==> config.mk <==
export PLATFORM = sky130hd
export DESIGN_NAME = lsf_engine_scheduler
export DESIGN_NICKNAME = d
export VERILOG_FILES = /design/src/rtl/lsf_engine_scheduler.sv
export SDC_FILE = /design/constraint.sdc
export NUM_CORES = 1
export LEC_CHECK = 0
export ABC_CLOCK_PERIOD_IN_PS = 3400
export CORE_AREA = 2 2 143 145
export CTS_CLUSTER_DIAMETER = 50
export CTS_CLUSTER_SIZE = 25
export DETAILED_ROUTE_END_ITERATION = 12
export DIE_AREA = 0 0 145 147
export DONT_BUFFER_PORTS = 1
export PLACE_DENSITY = 0.49
export SYNTH_ARGS = -nofsm -noshare
export SYNTH_HDL_FRONTEND = slang
export SYNTH_SLANG_ARGS = --single-unit
==> constraint.sdc <==
create_clock -name clk -period 3.4 [get_ports clk]
set_clock_uncertainty 0.1 [all_clocks]
set_input_delay 0.34 -clock clk [delete_from_list [all_inputs] [get_ports clk]]
set_output_delay 0.34 -clock clk [all_outputs]
set_load 0.05 [all_outputs]
==> src/rtl/lsf_engine_scheduler.sv <==
// Round-robin scheduler sharing one legendre engine among N_ST stations.
// Grants a station, muxes its ROI/hit FIFOs to the engine, then waits for the result.
module lsf_engine_scheduler #(
    parameter int N_ST   = 3,
    parameter int HIT_W  = 32,
    parameter int ROI_W  = 32,
    parameter int TMO_W  = 12,
    parameter int SF_LEN = 32
) (
    input  logic                    clk,
    input  logic                    rst,
    input  logic [9:0]              acc_count,
    input  logic [TMO_W-1:0]        tmo_limit,
    input  logic [N_ST*ROI_W-1:0]   st_roi_data,
    input  logic [N_ST-1:0]         st_roi_empty,
    output logic [N_ST-1:0]         st_roi_re,
    input  logic [N_ST*HIT_W-1:0]   st_hit_data,
    input  logic [N_ST-1:0]         st_hit_empty,
    output logic [N_ST-1:0]         st_hit_re,
    output logic [ROI_W-1:0]        eng_roi,
    output logic                    eng_roi_empty,
    input  logic                    eng_roi_re,
    output logic [HIT_W-1:0]        eng_hit,
    output logic                    eng_hit_empty,
    input  logic                    eng_hit_re,
    input  logic [SF_LEN-1:0]       eng_sf,
    input  logic                    eng_sf_vld,
    output logic [SF_LEN-1:0]       out_sf,
    output logic                    out_vld,
    output logic [1:0]              out_station,
    output logic                    tmo_err,
    output logic                    busy
);

    localparam int GW = (N_ST > 1) ? $clog2(N_ST) : 1;

    typedef enum logic [1:0] {
        S_IDLE,
        S_ROI,
        S_HITS,
        S_WAIT
    } state_t;

    state_t          state;
    logic [GW-1:0]   grant;
    logic [GW-1:0]   rr_ptr;
    logic [9:0]      acc_q;
    logic [9:0]      win_cnt;
    logic [TMO_W-1:0] tmo_cnt;
    logic [TMO_W:0]  tmo_nxt;
    logic [GW-1:0]   pick;
    logic [GW-1:0]   pick_nxt;
    logic            found;

    // First non-empty ROI FIFO at or after rr_ptr, wrapping at N_ST
    always_comb begin
        pick  = '0;
        found = 1'b0;
        for (int k = 0; k < N_ST; k++) begin
            int idx;
            idx = int'(rr_ptr) + k;
            if (idx >= N_ST) idx = idx - N_ST;
            if (!found && !st_roi_empty[idx]) begin
                pick  = GW'(idx);
                found = 1'b1;
            end
        end
        pick_nxt = (pick == GW'(N_ST - 1)) ? '0 : pick + 1'b1;
    end

    assign tmo_nxt = {1'b0, tmo_cnt} + 1'b1;
    assign busy    = (state != S_IDLE);

    // Engine-side muxing; FIFO reads only reach the granted station
    always_comb begin
        eng_roi       = st_roi_data[grant*ROI_W +: ROI_W];
        eng_hit       = st_hit_data[grant*HIT_W +: HIT_W];
        eng_roi_empty = 1'b1;
        eng_hit_empty = 1'b1;
        st_roi_re     = '0;
        st_hit_re     = '0;
        if (state == S_ROI) begin
            eng_roi_empty    = st_roi_empty[grant];
            st_roi_re[grant] = eng_roi_re;
        end
        if (state == S_HITS) begin
            eng_hit_empty    = st_hit_empty[grant];
            st_hit_re[grant] = eng_hit_re & ~st_hit_empty[grant];
        end
    end

    // Event FSM: grant, ROI handoff, hit window, result/timeout
    always_ff @(posedge clk) begin
        if (rst) begin
            state       <= S_IDLE;
            grant       <= '0;
            rr_ptr      <= '0;
            acc_q       <= '0;
            win_cnt     <= '0;
            tmo_cnt     <= '0;
            out_sf      <= '0;
            out_station <= '0;
            out_vld     <= 1'b0;
            tmo_err     <= 1'b0;
        end else begin
            out_vld <= 1'b0;
            tmo_err <= 1'b0;
            unique case (state)
                S_IDLE: begin
                    if (found) begin
                        grant  <= pick;
                        rr_ptr <= pick_nxt;
                        acc_q  <= acc_count;
                        state  <= S_ROI;
                    end
                end
                S_ROI: begin
                    if (eng_roi_re && !st_roi_empty[grant]) begin
                        win_cnt <= acc_q;
                        state   <= S_HITS;
                    end
                end
                S_HITS: begin
                    if (win_cnt == '0) begin
                        tmo_cnt <= '0;
                        state   <= S_WAIT;
                    end else begin
                        win_cnt <= win_cnt - 1'b1;
                    end
                end
                S_WAIT: begin
                    if (eng_sf_vld) begin
                        out_sf      <= eng_sf;
                        out_station <= 2'(grant);
                        out_vld     <= 1'b1;
                        state       <= S_IDLE;
                    end else if (tmo_nxt >= {1'b0, tmo_limit}) begin
                        tmo_err <= 1'b1;
                        state   <= S_IDLE;
                    end else begin
                        tmo_cnt <= tmo_nxt[TMO_W-1:0];
                    end
                end
                default: state <= S_IDLE;
            endcase
        end
    end

endmodule

Yosys cells after proc, flatten, opt, wreduce, memory -nomap -nowiden
Cells that the tools add are included. Widths: inputs -> output; s select.

Output and inout bits: 109. Flip-flop bits (word level): 74. Word-level logic and storage cells: 109. Bits of input ports: 257.

Equality and inequality tests: 11. Bitwise logic cells: 5. Reduce and logical (&&, ||, !) cells: 20. Add/sub/neg operators: 8. Shift operators: 2. Multiplexer cells: 44. $lt $le $gt $ge: 9.

Operators by type and width (number): $shiftx 96x8->32 (2); $lt 32x4->1 const B (3); $mux 32 (3); $mux 12 (3); $pmux 12 s2 (1); $mux 10 (2); $pmux 10 s2 (1); $mux 2 (9); $mux 1 (16); $add 12x1->13 const B (1); $ge 13x12->1 (1); $bmux 1 s2 (5); $logic_not 10->1 (1); $sub 10x1->10 const B (1); $ne 2x2->1 const B (4); $pmux 2 s4 (1); $reduce_and 4->1 (2); $sub 3x2->4 const B (2); $and 3x3->3 (2); $eq 2x2->1 const B (3); $ge 3x2->1 const B (2); $mux 3 (2); $reduce_bool 2->1 (3); $logic_and 1x1->1 (4); other kinds (19) (25).

Logic depth before layout (Yosys ltp)
Gate-level depths: netlist of run 1.

Depth after elaboration: 14. Mapped depth: 13. Gate-level depth less buffers: 12.

Worst setup path after synthesis of run 1
No wires, ideal clock.

Path type: register to register. Start: register tmo_cnt[3]. End: register tmo_cnt[0]. Required time: 3209 ps. Library setup time: 91 ps. Data arrival time: 2858 ps. Cell stages (with the launch flop): 14. Path slack: 351 ps. Clock period less this slack: 3049 ps. Buffers on the path: 2. Cell sequence: dfxtp_1 > clkbuf_1 > nand3_1 > nor2_1 > nand3_1 > xnor2_1 > ha_1 > a21o_1 > a21o_1 > a221oi_1 > o21a_1 > clkbuf_1 > a21oi_1 > a311oi_1.

Longest elaborated chain between the ends: 4.

Ends and longest elaborated chain: start: declaration (RTL line 49) `logic [TMO_W-1:0] tmo_cnt;`; start signal: assignment (RTL line 141) `tmo_cnt <= tmo_nxt[TMO_W-1:0];`; $add 12x1->13 (RTL line 71) `assign tmo_nxt = {1'b0, tmo_cnt} + 1'b1;`; $ge 13x12->1 (RTL line 137) `end else if (tmo_nxt >= {1'b0, tmo_limit}) begin`; $ne 2x2->1 (no source line); $reduce_and 4->1 (no source line).

Every way passes these cells. A chain may end at the register's enable or synchronous reset.

Worst setup path after layout of run 1
Start: register tmo_cnt[0]. End: register tmo_cnt[6].

Longest elaborated chain between the ends: 4. Elaborated cells between the ends (all ways): 7. Classes of those cells: add/sub: 1; order compare: 1; eq/ne: 1; mux: 3; reduce/logical: 1.

Ends and longest elaborated chain (RTL line): $add 12x1->13 * (71); $ge 13x12->1 or $mux 12 (tied branches) (137); $ne 2x2->1 (no source line) or $mux 12 (tied branches); $reduce_and 4->1 (no source line) or $pmux 12 s2 (tied branches).

Every way passes the cells marked *; elsewhere a longest branch is shown, timed or not. The select of a mux whose other input is x is not followed.

==> results of run 1 <==
==> path summary, 6_finish.rpt <==
check,startpoint,endpoint,slack (ns),depth (start not counted)
setup reg to reg,tmo_cnt[0]$_SDFFE_PP0P_,tmo_cnt[6]$_SDFFE_PP0P_,0.24,12
hold / removal,eng_sf[28],out_sf[28]$_SDFFE_PP0P_,0.03,2
setup / recovery,tmo_cnt[0]$_SDFFE_PP0P_,tmo_cnt[6]$_SDFFE_PP0P_,0.24,12
hold reg to reg,win_cnt[1]$_SDFFE_PP0P_,win_cnt[1]$_SDFFE_PP0P_,0.37,2
==> sequential cells by signal, indices dropped and copies added, names as in the netlist <==
register / flops
acc_q: 10
grant: 2
out_sf: 32
out_station: 2
out_vld: 1
rr_ptr: 2
state: 2
tmo_cnt: 12
tmo_err: 1
win_cnt: 10
==> critical path: cells and delay by family (launching register included) <==
| family | cells | cell delay [ns] |
|---|---|---|
| compound gates | 6 | 1.19 |
| xor+xnor | 1 | 0.19 |
| fa+ha+maj | 2 | 0.55 |
| buf+inv | 1 | 0.19 |
| flops | 1 | 0.43 |
| simple gates | 2 | 0.41 |
==> cells by family (layout without fill, tap and decap cells) <==
kind of cell	after synthesis	in the layout	synth area share, %
compound gates	185	185	20.3
xor+xnor	10	10	1.69
fa+ha+maj	21	21	5.06
buf+inv	77	122	5.59
flops	74	74	28.5
mux	81	81	15.7
other cells	0	3	0
simple gates	274	274	23.1
==> per-layer routing <==
layer  up-vias  wire [um]
met3        24       2370
met2       280       9040
met4         2        310
met5         -         13
met1      2450       8180
li1       2587          -
==> per-stage QoR <==
step                      hold WS (ns)  area (um2)  power (mW)  instances
after floorplan                  0.340        5190        3.65        722
after global placement           0.314        5960        4.60       1020
after detailed placement         0.317        5960        4.61       1020
after CTS                       0.0201        6300        5.62       1037
after global routing            0.0185        6310        5.89       1038
final                           0.0321        6310        5.58       1040
==> cell usage in the layout, fill, tap and decap left out, types with 3 or more instances in the layout <==
master / synthesis / final
nand2_1: 167 / 167
buf_4: 0 / 80
mux2i_1: 79 / 79
dfxtp_1: 74 / 72
o21ai_1: 2 / 66
a21oi_1: 59 / 59
nor2_1: 32 / 31
inv_1: 25 / 25
nand3_1: 21 / 21
ha_1: 21 / 20
o21ai_0: 76 / 12
a31oi_1: 11 / 11
nor2b_1: 10 / 9
clkbuf_16: 0 / 9
nand2b_1: 8 / 8
a21o_1: 8 / 8
nor3_1: 8 / 6
xor2_1: 5 / 5
and3_1: 5 / 5
xnor2_1: 5 / 5
o211ai_1: 5 / 5
or3_1: 5 / 5
nand4_1: 4 / 4
diode_2: 0 / 3
a311oi_1: 3 / 3
==> repair_timing <==
item                                    4_1_cts  5_1_grt
resized for setup                             0        3
hold endpoints to repair                     69        0
endpoints found under the setup margin        0        8
hold buffers                                  1        0
==> report_power, final <==
part / leakage (nW) / total (mW) / switching (mW) / internal, mW
Clock: 0.150 / 0.993 / 0.397 / 0.596
Combinational: 1.61 / 3.39 / 2.35 / 1.04
Sequential: 0.601 / 1.19 / 0.203 / 0.990
==> final cells by class <==
cell class                      count  share of cell area [%]
Clock buffer                       10                    3.79
Tap cell                          270                    5.35
Clock inverter                      6                    1.15
Inverter                           25                    1.49
Antenna cell                        3                   0.119
Sequential cell                    74                    23.5
Multi-Input combinational cell    571                    54.6
Timing Repair Buffer               81                    9.95
==> impl_metrics.env, run 1 <==
export IMPL_cap_violations=0
export IMPL_grt_max_degree=70
export IMPL_fp_dieArea_um2=21300
export IMPL_cts_tree="yes"
export IMPL_tightest_slew_ns=0.992
export IMPL_numCtsBuffers=9
export IMPL_place_ws_ns=0.147
export IMPL_grt_ovfl_total=0
export IMPL_ys_flop_type="dfxtp_1"
export IMPL_drive_gt1_share_pct=14.6
export IMPL_max_freq_mhz=316
export IMPL_cp_cell_sequence="ha_2 -> nand4_1 -> nor2_2 -> xor2_1 -> ha_1 -> a21oi_1 -> o21ai_0 -> a221oi_1 -> o21a_2 -> buf_4 -> a31oi_1 -> a311oi_1"
export IMPL_die_w_um=145
export IMPL_multi_input_area_um2=3450
export IMPL_clk_latency_ns=0.33
export IMPL_critPathArrivalTime_ns=3.31
export IMPL_antenna_found_initial=4
export IMPL_required_ns=3.55
export IMPL_use_met3_pct=7.64
export IMPL_ys_seq_area_share_pct=28.5
export IMPL_startpoint_type="flip-flop"
export IMPL_status="finished clean"
export IMPL_cts_setup_buffers=0
export IMPL_setup_viol_count_final=0
export IMPL_critPathMaxFanout=9
export IMPL_rows=52
export IMPL_root_buffer="clkbuf_16"
export IMPL_busiest_layer="met2"
export IMPL_grt_met2_usage_pct=27.1
export IMPL_leakage_nw=2.36
export IMPL_yosysUniqueCellTypes=54
export IMPL_grt_pass1_wl_mm=29.0
export IMPL_critPathKind="flip-flop to flip-flop"
export IMPL_drtIter0Drc=330
export IMPL_yosys_area_top_type="dfxtp_1"
export IMPL_clkTransAtPathRegs_ns=0.06
export IMPL_end_kind="flip-flop"
export IMPL_drt_wl_total_mm=19.9
export IMPL_nets=1040
export IMPL_synth_seq_cells=74
export IMPL_finalWeightedCongestion=0.849
export IMPL_fin_crit_ns=3.16
export IMPL_cts_sinks=74
export IMPL_ant_nets=0
export IMPL_finalMaxSlewViolations=0
export IMPL_fp_coreArea_um2=19800
export IMPL_clockBufferDepth=2
export IMPL_synthCells=722
export IMPL_drc=0
export IMPL_dp_hpwl_mm=16.0
export IMPL_met1_usage_pct=22.4
export IMPL_utilization_pct=31.8
export IMPL_cts_htree_levels=3
export IMPL_synth_most_common_cell="nand2_1"
export IMPL_regArea_um2=1490
export IMPL_synth_avg_cell_area_um2=7.19
export IMPL_port_buffers=0
export IMPL_ir_drop_uv=350
export IMPL_setup_tns_ns=0
export IMPL_vias=5343
export IMPL_wl_per_cell_um=19.2
export IMPL_power_density_nw_per_um2=883
export IMPL_cp_slowest_cell="dfxtp_1"
export IMPL_async_flop_share_pct=0
export IMPL_synth_commonest_cells="nand2_1 (167), mux2i_1 (79), o21ai_0 (76)"
export IMPL_ys_warnings_count=0
export IMPL_grtUsageTotal_pct=17.5
export IMPL_dieHeight_um=147
export IMPL_synth_edf_count=0
export IMPL_vias_per_cell=5.14
export IMPL_netlist_area_leader_share_pct=28.5
export IMPL_area_delta_synth_final_pct=21.6
export IMPL_worst_slack_ns=0.238
export IMPL_finalHoldViolations=0
export IMPL_drt_first_pass_iters=5
export IMPL_synthTopCellsByArea="dfxtp_1 (29%), mux2i_1 (15%), nand2_1 (12%)"
export IMPL_start_util_pct=26.2
export IMPL_slew_headroom_pct=33.5
export IMPL_finalCritPeriodShare_pct=93.0
export IMPL_slowest_delay_ns=0.43
export IMPL_syn_nets=1000
export IMPL_grt_pass1_vias=4925
export IMPL_fill_cells=2118
export IMPL_ios=366
export IMPL_syn_area_um2=5190
export IMPL_hold_path_class="input port to flip-flop"
Note: power is estimated with default switching activity, not from simulation.
==> run 2: changes to the inputs <==
--- a/config.mk
+++ b/config.mk
@@ -5,7 +5,7 @@
 export SDC_FILE = /design/constraint.sdc
 export NUM_CORES = 1
 export LEC_CHECK = 0
-export ABC_CLOCK_PERIOD_IN_PS = 3400
+export ABC_CLOCK_PERIOD_IN_PS = 3350
 export CORE_AREA = 2 2 143 145
 export CTS_CLUSTER_DIAMETER = 50
 export CTS_CLUSTER_SIZE = 25
==> constraint.sdc (replaced) <==
create_clock -name clk -period 3.35 [get_ports clk]
set_clock_uncertainty 0.1 [all_clocks]
set_input_delay 0.335 -clock clk [delete_from_list [all_inputs] [get_ports clk]]
set_output_delay 0.335 -clock clk [all_outputs]
set_load 0.05 [all_outputs]
==> impl_metrics.env, run 2 (same netlist as run 1, synthesis figures left out) <==
export IMPL_clock_power_share_pct=17.4
export IMPL_antenna_found_initial=2
export IMPL_leakage_nw=2.36
export IMPL_tightest_slew_ns=0.963
export IMPL_port_buffers=0
export IMPL_status="finished clean"
export IMPL_grt_met2_usage_pct=27.0
export IMPL_vias=5255
export IMPL_hold_path_class="input port to flip-flop"
export IMPL_start_util_pct=26.2
export IMPL_numCtsBuffers=9
export IMPL_cts_tree="yes"
export IMPL_grt_pass1_vias=4910
export IMPL_fin_crit_ns=3.04
export IMPL_p_total_mw=5.64
export IMPL_switching_share_pct=52.8
export IMPL_power_share_combinational_pct=61.1
export IMPL_rows=52
export IMPL_slew_headroom_pct=35.5
export IMPL_crit_family="compound AO/OA/AOI/OAI gates"
export IMPL_largest_register_ffs=32
export IMPL_cap_violations=0
export IMPL_dp_hpwl_mm=15.7
export IMPL_required_ns=3.49
export IMPL_finalHoldViolations=0
export IMPL_layout_commonest_cell="nand2_1"
export IMPL_critPathKind="flip-flop to flip-flop"
export IMPL_cp_depth=12
export IMPL_cts_htree_levels=3
export IMPL_slowest_delay_ns=0.43
export IMPL_root_buffer="clkbuf_16"
export IMPL_cp_cell_sequence="ha_2 -> nand4_1 -> nor2_4 -> xor2_1 -> ha_1 -> a21oi_1 -> o21ai_0 -> a221oi_2 -> o21a_1 -> buf_12 -> a31oi_1 -> a311oi_1"
export IMPL_utilization_pct=31.8
export IMPL_place_area_um2=5950
export IMPL_reg_top3="out_sf x32, tmo_cnt x12"
export IMPL_top_register="out_sf"
export IMPL_place_inst=1017
export IMPL_drc=0
export IMPL_ant_nets=0
export IMPL_wl_per_cell_um=19.0
export IMPL_met1_usage_pct=21.9
export IMPL_layout_common_cells="nand2_1 (167), mux2i_1 (79), buf_4 (76)"
export IMPL_seqPwrFrac_pct=21.4
export IMPL_die_w_um=145
export IMPL_critPathMaxFanout=15
export IMPL_clk_latency_ns=0.33
export IMPL_vias_per_cell=5.08
export IMPL_finalCritPeriodShare_pct=90.7
export IMPL_drive_gt1_share_pct=14.7
export IMPL_fp_dieArea_um2=21300
export IMPL_startpoint_type="flip-flop"
export IMPL_intPower_mw=2.66
export IMPL_max_freq_mhz=329
export IMPL_nets=1037
export IMPL_fin_cells=1035
export IMPL_setup_viol_count_final=0
export IMPL_dieHeight_um=147
export IMPL_critPathArrivalTime_ns=3.18
export IMPL_cp_slowest_cell="dfxtp_1"
export IMPL_drt_wl_total_mm=19.7
export IMPL_clkTransAtPathRegs_ns=0.06
export IMPL_ir_drop_uv=359
export IMPL_fin_area_um2=6310
export IMPL_fp_coreArea_um2=19800
export IMPL_place_ws_ns=0.219
export IMPL_cts_sinks=74
export IMPL_rr_worst_depth=12
export IMPL_area_delta_synth_final_pct=21.6
export IMPL_ios=366
export IMPL_hold_depth=1
export IMPL_busiest_layer="met2"
export IMPL_worst_slack_ns=0.312
export IMPL_p_sw_mw=2.98
export IMPL_grtUsageTotal_pct=17.4
export IMPL_grt_pass1_wl_mm=28.8
export IMPL_finalWeightedCongestion=0.837
export IMPL_use_met3_pct=7.20
export IMPL_crit_buf_inv=1
export IMPL_finalMaxSlewViolations=0
export IMPL_clockBufferDepth=2
export IMPL_setup_tns_ns=0
export IMPL_rsz0062_at_grt="false"
export IMPL_power_density_nw_per_um2=893
export IMPL_drtIter0Drc=389
export IMPL_end_kind="flip-flop"
export IMPL_grt_ovfl_total=0
export IMPL_hold_slack_ns=0.0290
export IMPL_grt_max_degree=70
export IMPL_drt_first_pass_iters=5
## run 2: cell type report
class                      count  area, um2
clock buffer                  10        239
clock inverter                 6       66.3
multi-input combinational    571       3470
sequential                    74       1490
antenna                        1       2.50
timing repair buffer          78        618
tap                          270        338
fill                        2161      13500
inverter                      25       93.8
## run 2: path summary, 6_finish.rpt
kind	startpoint	endpoint	slack (ns)
setup / recovery	tmo_cnt[0]$_SDFFE_PP0P_	tmo_cnt[6]$_SDFFE_PP0P_	0.31
hold reg to reg	win_cnt[1]$_SDFFE_PP0P_	win_cnt[1]$_SDFFE_PP0P_	0.37
setup reg to reg	tmo_cnt[0]$_SDFFE_PP0P_	tmo_cnt[6]$_SDFFE_PP0P_	0.31
hold / removal	rst	tmo_cnt[9]$_SDFFE_PP0P_	0.03
## run 2: layer usage
metal | part of all wire, % | wire, um
met5 | 0.066 | 13
met2 | 46 | 8980
met4 | 1.6 | 325
met3 | 11 | 2120
met1 | 42 | 8260
## run 2: power groups by stage
stage	Clock, mW	Combinational (mW)	Sequential [mW]
2_1_floorplan	0	2.55	1.16
3_3_place_gp	0	3.45	1.23
3_5_place_dp	0	3.46	1.23
4_1_cts	1.01	3.48	1.21
5_1_grt	1.05	3.69	1.23
6_report	0.983	3.45	1.21
## run 2: what timing repair did
action | CTS | global route
endpoints found under the hold margin | 69 | 0
setup buffers | 0 | 0
resized for setup | 0 | 7
hold buffers | 1 | 0
endpoints found under the setup margin | 0 | 6
